--- src/rtl/mem_stage.sv ---
// mem_stage: memory-access stage of the RV64 pipeline.
// Runs one req/ack data-bus transaction per load/store, formats store lanes
// and load results, and stalls upstream while a transaction is outstanding.
module mem_stage #(
  parameter int unsigned TIMEOUT_CYCLES = 255
) (
  input  logic        clk,
  input  logic        reset,
  input  logic        ex_valid,
  input  logic [63:0] ex_alu_result,
  input  logic [63:0] ex_store_data,
  input  logic [2:0]  ex_funct3,
  input  logic        ex_memread,
  input  logic        ex_memwrite,
  input  logic        ex_memtoreg,
  input  logic        ex_regwrite,
  input  logic [4:0]  ex_rd,
  output logic        dmem_req,
  output logic        dmem_we,
  output logic [63:0] dmem_addr,
  output logic [63:0] dmem_wdata,
  output logic [7:0]  dmem_wstrb,
  input  logic [63:0] dmem_rdata,
  input  logic        dmem_ack,
  output logic        stall,
  output logic [63:0] read_data_out,
  output logic [63:0] result_alu_out,
  output logic [4:0]  rd_out,
  output logic        memtoreg_out,
  output logic        regwrite_out,
  output logic        mem_fault,
  output logic        bus_err
);

  localparam int unsigned XLEN   = 64;
  localparam int unsigned STRB_W = 8;
  localparam int unsigned CNT_W  = 16;
  localparam logic [CNT_W-1:0] CNT_LAST = CNT_W'(TIMEOUT_CYCLES - 1);

  typedef enum logic [1:0] {
    S_IDLE = 2'd0,
    S_BUSY = 2'd1,
    S_DONE = 2'd2
  } state_t;

  state_t              state;
  logic [CNT_W-1:0]    cnt;
  logic                err;
  logic [XLEN-1:0]     lat_addr;
  logic [XLEN-1:0]     lat_wdata;
  logic [STRB_W-1:0]   lat_wstrb;
  logic                lat_we;
  logic [2:0]          lat_funct3;
  logic [2:0]          lat_off;
  logic [4:0]          lat_rd;
  logic                lat_memtoreg;
  logic                lat_regwrite;
  logic [XLEN-1:0]     lat_alu;
  logic [XLEN-1:0]     lat_rdata;

  logic                mem_op;
  logic [2:0]          off;
  logic                misaligned;
  logic [XLEN-1:0]     fmt_wdata;
  logic [STRB_W-1:0]   fmt_wstrb;
  logic [XLEN-1:0]     ld_shift;
  logic [XLEN-1:0]     ld_fmt;

  assign mem_op = ex_valid & (ex_memread | ex_memwrite);
  assign off    = ex_alu_result[2:0];

  // Alignment check by access size; funct3 111 is always illegal.
  always_comb begin
    misaligned = 1'b0;
    case (ex_funct3[1:0])
      2'b01:   misaligned = off[0];
      2'b10:   misaligned = (off[1:0] != 2'b00);
      2'b11:   misaligned = (off != 3'b000);
      default: misaligned = 1'b0;
    endcase
    if (ex_funct3 == 3'b111) misaligned = 1'b1;
  end

  // Store lane replication and byte-enable generation.
  always_comb begin
    fmt_wdata = ex_store_data;
    fmt_wstrb = 8'hFF;
    case (ex_funct3[1:0])
      2'b00: begin
        fmt_wdata = {8{ex_store_data[7:0]}};
        fmt_wstrb = STRB_W'(8'h01 << off);
      end
      2'b01: begin
        fmt_wdata = {4{ex_store_data[15:0]}};
        fmt_wstrb = STRB_W'(8'h03 << off);
      end
      2'b10: begin
        fmt_wdata = {2{ex_store_data[31:0]}};
        fmt_wstrb = STRB_W'(8'h0F << off);
      end
      default: begin
        fmt_wdata = ex_store_data;
        fmt_wstrb = 8'hFF;
      end
    endcase
  end

  assign ld_shift = dmem_rdata >> {lat_off, 3'b000};

  // Load extraction with sign/zero extension from the latched access size.
  always_comb begin
    ld_fmt = ld_shift;
    case (lat_funct3)
      3'b000:  ld_fmt = {{56{ld_shift[7]}},  ld_shift[7:0]};
      3'b001:  ld_fmt = {{48{ld_shift[15]}}, ld_shift[15:0]};
      3'b010:  ld_fmt = {{32{ld_shift[31]}}, ld_shift[31:0]};
      3'b100:  ld_fmt = {56'd0, ld_shift[7:0]};
      3'b101:  ld_fmt = {48'd0, ld_shift[15:0]};
      3'b110:  ld_fmt = {32'd0, ld_shift[31:0]};
      default: ld_fmt = ld_shift;
    endcase
  end

  // Transaction FSM with request latches and timeout counter.
  always_ff @(posedge clk or posedge reset) begin
    if (reset) begin
      state        <= S_IDLE;
      cnt          <= '0;
      err          <= 1'b0;
      lat_addr     <= '0;
      lat_wdata    <= '0;
      lat_wstrb    <= '0;
      lat_we       <= 1'b0;
      lat_funct3   <= '0;
      lat_off      <= '0;
      lat_rd       <= '0;
      lat_memtoreg <= 1'b0;
      lat_regwrite <= 1'b0;
      lat_alu      <= '0;
      lat_rdata    <= '0;
    end else begin
      case (state)
        S_IDLE: begin
          if (mem_op && !misaligned) begin
            lat_addr     <= {ex_alu_result[63:3], 3'b000};
            lat_wdata    <= fmt_wdata;
            lat_wstrb    <= fmt_wstrb;
            lat_we       <= ex_memwrite;
            lat_funct3   <= ex_funct3;
            lat_off      <= off;
            lat_rd       <= ex_rd;
            lat_memtoreg <= ex_memtoreg;
            lat_regwrite <= ex_regwrite;
            lat_alu      <= ex_alu_result;
            lat_rdata    <= '0;
            cnt          <= '0;
            err          <= 1'b0;
            state        <= S_BUSY;
          end
        end
        S_BUSY: begin
          if (dmem_ack) begin
            lat_rdata <= lat_we ? '0 : ld_fmt;
            state     <= S_DONE;
          end else if (cnt == CNT_LAST) begin
            err   <= 1'b1;
            state <= S_DONE;
          end else begin
            cnt <= cnt + CNT_W'(1);
          end
        end
        S_DONE: state <= S_IDLE;
        default: state <= S_IDLE;
      endcase
    end
  end

  // Output selection: pass-through in IDLE, latched values otherwise.
  // A stalled slot is presented to MEM/WB as a bubble (no register write).
  always_comb begin
    dmem_req       = (state == S_BUSY);
    dmem_we        = lat_we;
    dmem_addr      = lat_addr;
    dmem_wdata     = lat_wdata;
    dmem_wstrb     = lat_wstrb;
    stall          = 1'b0;
    mem_fault      = 1'b0;
    bus_err        = 1'b0;
    read_data_out  = '0;
    result_alu_out = ex_alu_result;
    rd_out         = ex_rd;
    memtoreg_out   = ex_memtoreg;
    regwrite_out   = ex_valid & ex_regwrite;
    case (state)
      S_IDLE: begin
        if (mem_op) begin
          regwrite_out = 1'b0;
          if (misaligned) mem_fault = ~reset;
          else            stall     = ~reset;
        end
      end
      S_BUSY: begin
        stall          = 1'b1;
        result_alu_out = lat_alu;
        rd_out         = lat_rd;
        memtoreg_out   = lat_memtoreg;
        regwrite_out   = 1'b0;
      end
      S_DONE: begin
        result_alu_out = lat_alu;
        rd_out         = lat_rd;
        memtoreg_out   = lat_memtoreg;
        read_data_out  = lat_rdata;
        regwrite_out   = lat_regwrite & ~err;
        bus_err        = err;
      end
      default: begin
        stall = 1'b0;
      end
    endcase
  end

endmodule

--- config.mk ---
export PLATFORM = sky130hd
export DESIGN_NAME = mem_stage
export DESIGN_NICKNAME = d
export VERILOG_FILES = /design/src/rtl/mem_stage.sv
export SDC_FILE = /design/constraint.sdc
export NUM_CORES = 1
export LEC_CHECK = 0
export ABC_AREA = 1
export CAP_MARGIN = 10
export CORE_ASPECT_RATIO = 1.5
export CORE_MARGIN = 2
export CORE_UTILIZATION = 40
export CTS_CLUSTER_DIAMETER = 30
export CTS_CLUSTER_SIZE = 10
export DETAILED_ROUTE_END_ITERATION = 8
export PLACE_DENSITY = 0.72
export SLEW_MARGIN = 25
export SYNTH_ARGS = -nofsm -noshare
export SYNTH_HDL_FRONTEND = slang
export SYNTH_SLANG_ARGS = --single-unit
--- constraint.sdc ---
create_clock -name clk -period 18.3 [get_ports clk]
set_clock_uncertainty 0.1 [all_clocks]
set_input_delay 3.66 -clock clk [delete_from_list [all_inputs] [get_ports clk]]
set_output_delay 3.66 -clock clk [all_outputs]
set_load 0.01 [all_outputs]
Yosys cells after proc, flatten, opt, wreduce, memory -nomap -nowiden. Cells that the tools add are included.

Add/subtract/negate cells: 1. Muxes and demuxes: 34. Eq/ne operators: 18. Reduce and logical (&&, ||, !) cells: 14. Bitwise logic cells: 6. Shift-type cells: 4.

Operators by type and width (number): $pmux 64 s6 (1); $mux 64 (5); $pmux 64 s3 (1); $pmux 64 s2 (1); $shr 64x6->64 (1); $mux 16 (3); $pmux 16 s2 (1); $pmux 8 s3 (1); $add 16x1->16 const B (1); $eq 16x8->1 const B (1); $eq 3x3->1 const B (4); $mux 1 (12); $reduce_and 4->1 (2); $shl 1x3->8 const A (1); $shl 2x3->8 const A (1); $shl 4x3->8 const A (1); $eq 2x2->1 const B (3); $mux 2 (3); $ne 2x2->1 const B (3); $pmux 1 s3 (2); $mux 5 (1); $eq 2x1->1 const B (2); $logic_not 2->1 (2); $ne 2x1->1 const B (2); 16 further kinds (22).

Output and inout port bits: 276. Logic and storage cells: 91. Input bits: 208. Flip-flop bits (word level): 294.

Logic depth before layout (Yosys ltp).
Depth in word-level cells: 7. Depth in mapped cells: 14. Gate-level depth less buffers: 13.

Least setup slack after synthesis. No wires, ideal clock.

Path type: input-to-output. Start point: input port reset. End point: output port mem_fault. Data arrival time: 9.054 ns. Path slack: 5.486 ns. Buffers on the path: 0. Data required time: 14.540 ns. Cell stages on the path: 3. Path through: inv_1 > nand3_1 > a21oi_1.

Longest elaborated chain between the ends: 4.

Ends and longest elaborated chain: start: declaration (line 8) `input logic reset,`; $not 1->1 (line 198) `if (misaligned) mem_fault = ~reset;`; $mux 1 (line 198); $mux 1 (line 196) `if (mem_op) begin`; $mux 1 (line 194) `case (state)`; end: declaration (line 31) `output logic mem_fault,`.

No other way between the ends.

Final worst setup path.
Start point: input port ex_funct3[0]. End point: output port stall.

Longest elaborated chain between the ends: 6. Elaborated cells between the ends (all ways): 9. Classes of those cells: eq/ne (4); mux (5).

Ends and longest elaborated chain: start: declaration (line 12) `input logic [2:0] ex_funct3,`; $eq 2x2->1 or $eq 2x1->1 (tied branches) (line 75) `case (ex_funct3[1:0])`; $pmux 1 s3 (line 75); $mux 1 (*) (line 81) `if (ex_funct3 == 3'b111) misaligned = 1'b1;`; $mux 1 (*) (line 198); $mux 1 (*) (line 196); $pmux 1 s2 (*) (line 194); end: declaration (line 25) `output logic stall,`.

Mark *: on every way between the ends. The rest lies on a longest branch, timed or not.

==> flow_summary_export.csv <==
group,metric,value,unit
status,status,"finished, final reports clean",
synthesis,synth.avg_cell_area,6.920,sq um
synthesis,synth-seq-area-share,41.23,%
worst_setup_path,arrival,6.22,ns
worst_setup_path,crit_chain,"clkdlybuf4s50_1 > inv_1 > ha_1 > inv_1 > nand2_1 > nand2_1 > nand2_1 > nand2_2 > nand3_1 > o31ai_1 > clkdlybuf4s50_1",
placed_design,place_ws,8.341,ns
synthesis,syn_inst,2017,
power,p_leak,0.009786,uW
worst_setup_path,cp.depth,11,
sta,finalCritPeriodShare,54.56,%
synthesis,netlist_area,0.01396,sq mm
clocking,tritoncts,"built",
clocking,postCtsSetupBuffers,0,
worst_setup_path,critPathMaxFanout,13,
synthesis,synth_xor_area_share,0.4392,%
clocking,clockBufferDepth,3,
clocking,htree_levels,2,
synthesis,ys_warn_count,0,
placed_design,port_buffers,480,
synthesis,synth_top_family_by_area,"simple AND/OR/NAND/NOR gates",
placed_design,dp.cells,2747,
worst_setup_path,r2r_slack,14.73,ns
drt,vias,14440,
drt,final_antenna_net_count,0,
sta,setup_tns,0,ns
global_route,track_usage,27.13,%
drt,drtPass1Iterations,7,
power,vdd_drop_max,0.09867,mV
floorplan,die_area,0.03644,sq mm
worst_setup_path,critical-path-max-stage-delay,0.58,ns
global_route,antenna_found_initial,3,
placed_design,place_hpwl,36620,microns
global_route,grt_pass1_vias,14240,
synthesis,synthMuxAreaShare,0.2868,%
worst_setup_path,worstReg2RegEnd,"lat_rdata[40]$_DFFE_PP0P_",
clocking,clk_pin_slew,0.05,ns
floorplan,num_rows,83,
global_route,grt_pass1_wl,77550,microns
worst_setup_path,r2r_cells,9,
worst_setup_path,reg2reg_from,"state[1]$_DFFE_PP0P_",
worst_setup_path,critical_path_required,14.54,ns
synthesis,synth_compound_area_share,15.27,%
synthesis,synth_ff_type,"dfrtp_1",
layout,fin_nets,2585,
layout,layout_commonest_cell,"nand2_1",
clocking,cts_resized,0,
floorplan,die_h,232.8,microns
layout,fin_cells,2822,
sta,hold_viol_final,0,
clocking,cts_made_buffers,41,
sta,hold_ws,0.3771,ns
sta,fmax,100.2,MHz
worst_setup_path,crit_buf_inv,4,
worst_hold_path,hold_class,"reg2reg",
layout,drive_gt1_share,4.635,%
job,drv_cap,0,
worst_setup_path,crit_path_start,"ex_funct3[0]",
worst_setup_path,worst_path_most_repeated_cell,"nand2_1",
floorplan,core-area,0.03427,sq mm
synthesis,yosysUniqueCellTypes,41,
synthesis,synth_edf_count,0,
floorplan,initial_utilization,40.73,%
drt,drc,0,
floorplan,io_pins,484,
synthesis,synth-simple-area-share,28.24,%
placed_design,gp_congestion,0.9168,
drt,drt-total-wl,50260,microns
worst_setup_path,cp-start-kind,"input pin",
sta,slew_headroom,33.12,%
synthesis,ys_ff_latch,230,
drt,drt-wirelength-per-cell,17.81,microns
worst_setup_path,crit_end,"stall",
worst_setup_path,cp-end-kind,"primary output",
drt,vias_per_cell,5.116,
sta,period_needed,9.984,ns
floorplan,die_w,156.5,microns
worst_setup_path,critPathTopFamily,"buffers and inverters",
clocking,clockRootBuffer,"clkbuf_16",
sta,setup_viol,0,
global_route,grt_start_max_net_pins,111,
clocking,hold_buffers,0,
sta,worstMarginPinSlew,1.002,ns
synthesis,synth-adder-area-share,1.076,%
sta,rsz0062_at_grt,"no",
power,powerDensity,174.0,mW/mm^2
layout,area_growth_syn_to_layout,41.67,%
drt,drtIter0Drc,1028,
clocking,clock-sinks,230,
sta,maxSlewViolCount,0,
clocking,clock_latency,0.53,ns
layout,final_cell_mix,"nand2_1, clkdlybuf4s50_1, o21ai_0",
global_route,gr-total-overflow,0,
synthesis,async_flop_share,100.0,%
worst_setup_path,slowest_stage,"clkdlybuf4s50_1",
layout,postLayoutCoreUtil,57.70,%
sta,worst_slack,8.316,ns
worst_setup_path,path_class,"in2out",
-- cell type report --
class / count / area [sq um]
clock inverters: 24 / 347.8
well taps: 425 / 531.8
repair buffers: 493 / 4902
fillers: 3160 / 14500
multi-input cells: 1401 / 6362
diodes: 2 / 5.005
flip-flops and latches: 230 / 5758
inverters: 198 / 750.7
clock buffers: 49 / 1117
-- worst reg2reg max path, cell delays in order, from the launching register on --
cell and delay (ns):
dfrtp_1 0.41, inv_1 0.14, ha_1 0.56, inv_1 0.38
a21oi_1 0.27, nand2_2 0.06, buf_4 0.35, nor2_8 0.78
nand3_1 0.32, nand2_1 0.12
-- per-stage QoR --
step / total power (uW) / instance area, sq um
after detailed placement: 2616 / 18300
after global routing: 3660 / 19780
after CTS: 3453 / 19770
after floorplan: 1855 / 13970
final: 3441 / 19780
after global placement: 2592 / 18300
-- worst min-delay path by stage --
| stage | start | end | slack, ns | depth (start not counted) |
|---|---|---|---|---|
| floorplan | lat_rdata[23]$_DFFE_PP0P_ | lat_rdata[23]$_DFFE_PP0P_ | 0.35 | 2 |
| global placement | lat_rdata[56]$_DFFE_PP0P_ | lat_rdata[56]$_DFFE_PP0P_ | 0.36 | 2 |
| detailed placement | lat_rdata[8]$_DFFE_PP0P_ | lat_rdata[8]$_DFFE_PP0P_ | 0.37 | 2 |
| CTS | lat_rdata[8]$_DFFE_PP0P_ | lat_rdata[8]$_DFFE_PP0P_ | 0.38 | 2 |
| global route | lat_rdata[44]$_DFFE_PP0P_ | lat_rdata[44]$_DFFE_PP0P_ | 0.41 | 2 |
| finish | lat_rdata[4]$_DFFE_PP0P_ | lat_rdata[4]$_DFFE_PP0P_ | 0.38 | 2 |
-- routing by layer --
layer  vias up  share of wire [%]  global-route usage (%)
li1       7010                  -                       -
met1      6632                 36                   30.37
met2       651                 49                   46.37
met3       143                8.7                   7.078
met4         2                6.1                   15.71
met5         -              0.030                       0
-- registers in the layout, indices dropped and copies added (netlist names) --
register      cells
err               1
dmem_wstrb        8
lat_funct3        3
lat_rd            5
lat_alu          62
dmem_we           1
lat_memtoreg      1
lat_rdata        64
state             2
lat_regwrite      1
cnt              16
lat_off           2
dmem_wdata       64
-- cells by family after synthesis --
kind of cell | Yosys count
buffers and inverters | 388
adders and majority gates | 12
muxes | 4
DFF | 230
and+or+nand+nor | 970
other | 1
xor gates and xnor gates | 7
AOI/OAI and AO/OA | 405
-- power breakdown --
group / switching [uW] / internal (uW)
combinational: 1020 / 754
sequential: 141 / 711
clock: 275 / 537
-- synthesized netlist by cell type, types with 6 or more instances --
cell type,count,area share [%]
o21ai_0,282,10
buf_2,36,1.3
nor2_1,42,1.1
buf_6,9,0.73
nand2_1,779,21
a22o_1,6,0.38
o21ai_1,16,0.57
clkbuf_1,59,1.6
dfrtp_1,230,41
or2_2,7,0.31
nand4_1,6,0.27
nand3b_1,11,0.59
nand3_1,112,4.0
ha_1,12,1.1
o211ai_1,14,0.75
a21oi_1,71,2.5
buf_4,80,4.3
inv_1,193,5.2
(Power assumes the default switching activity.)
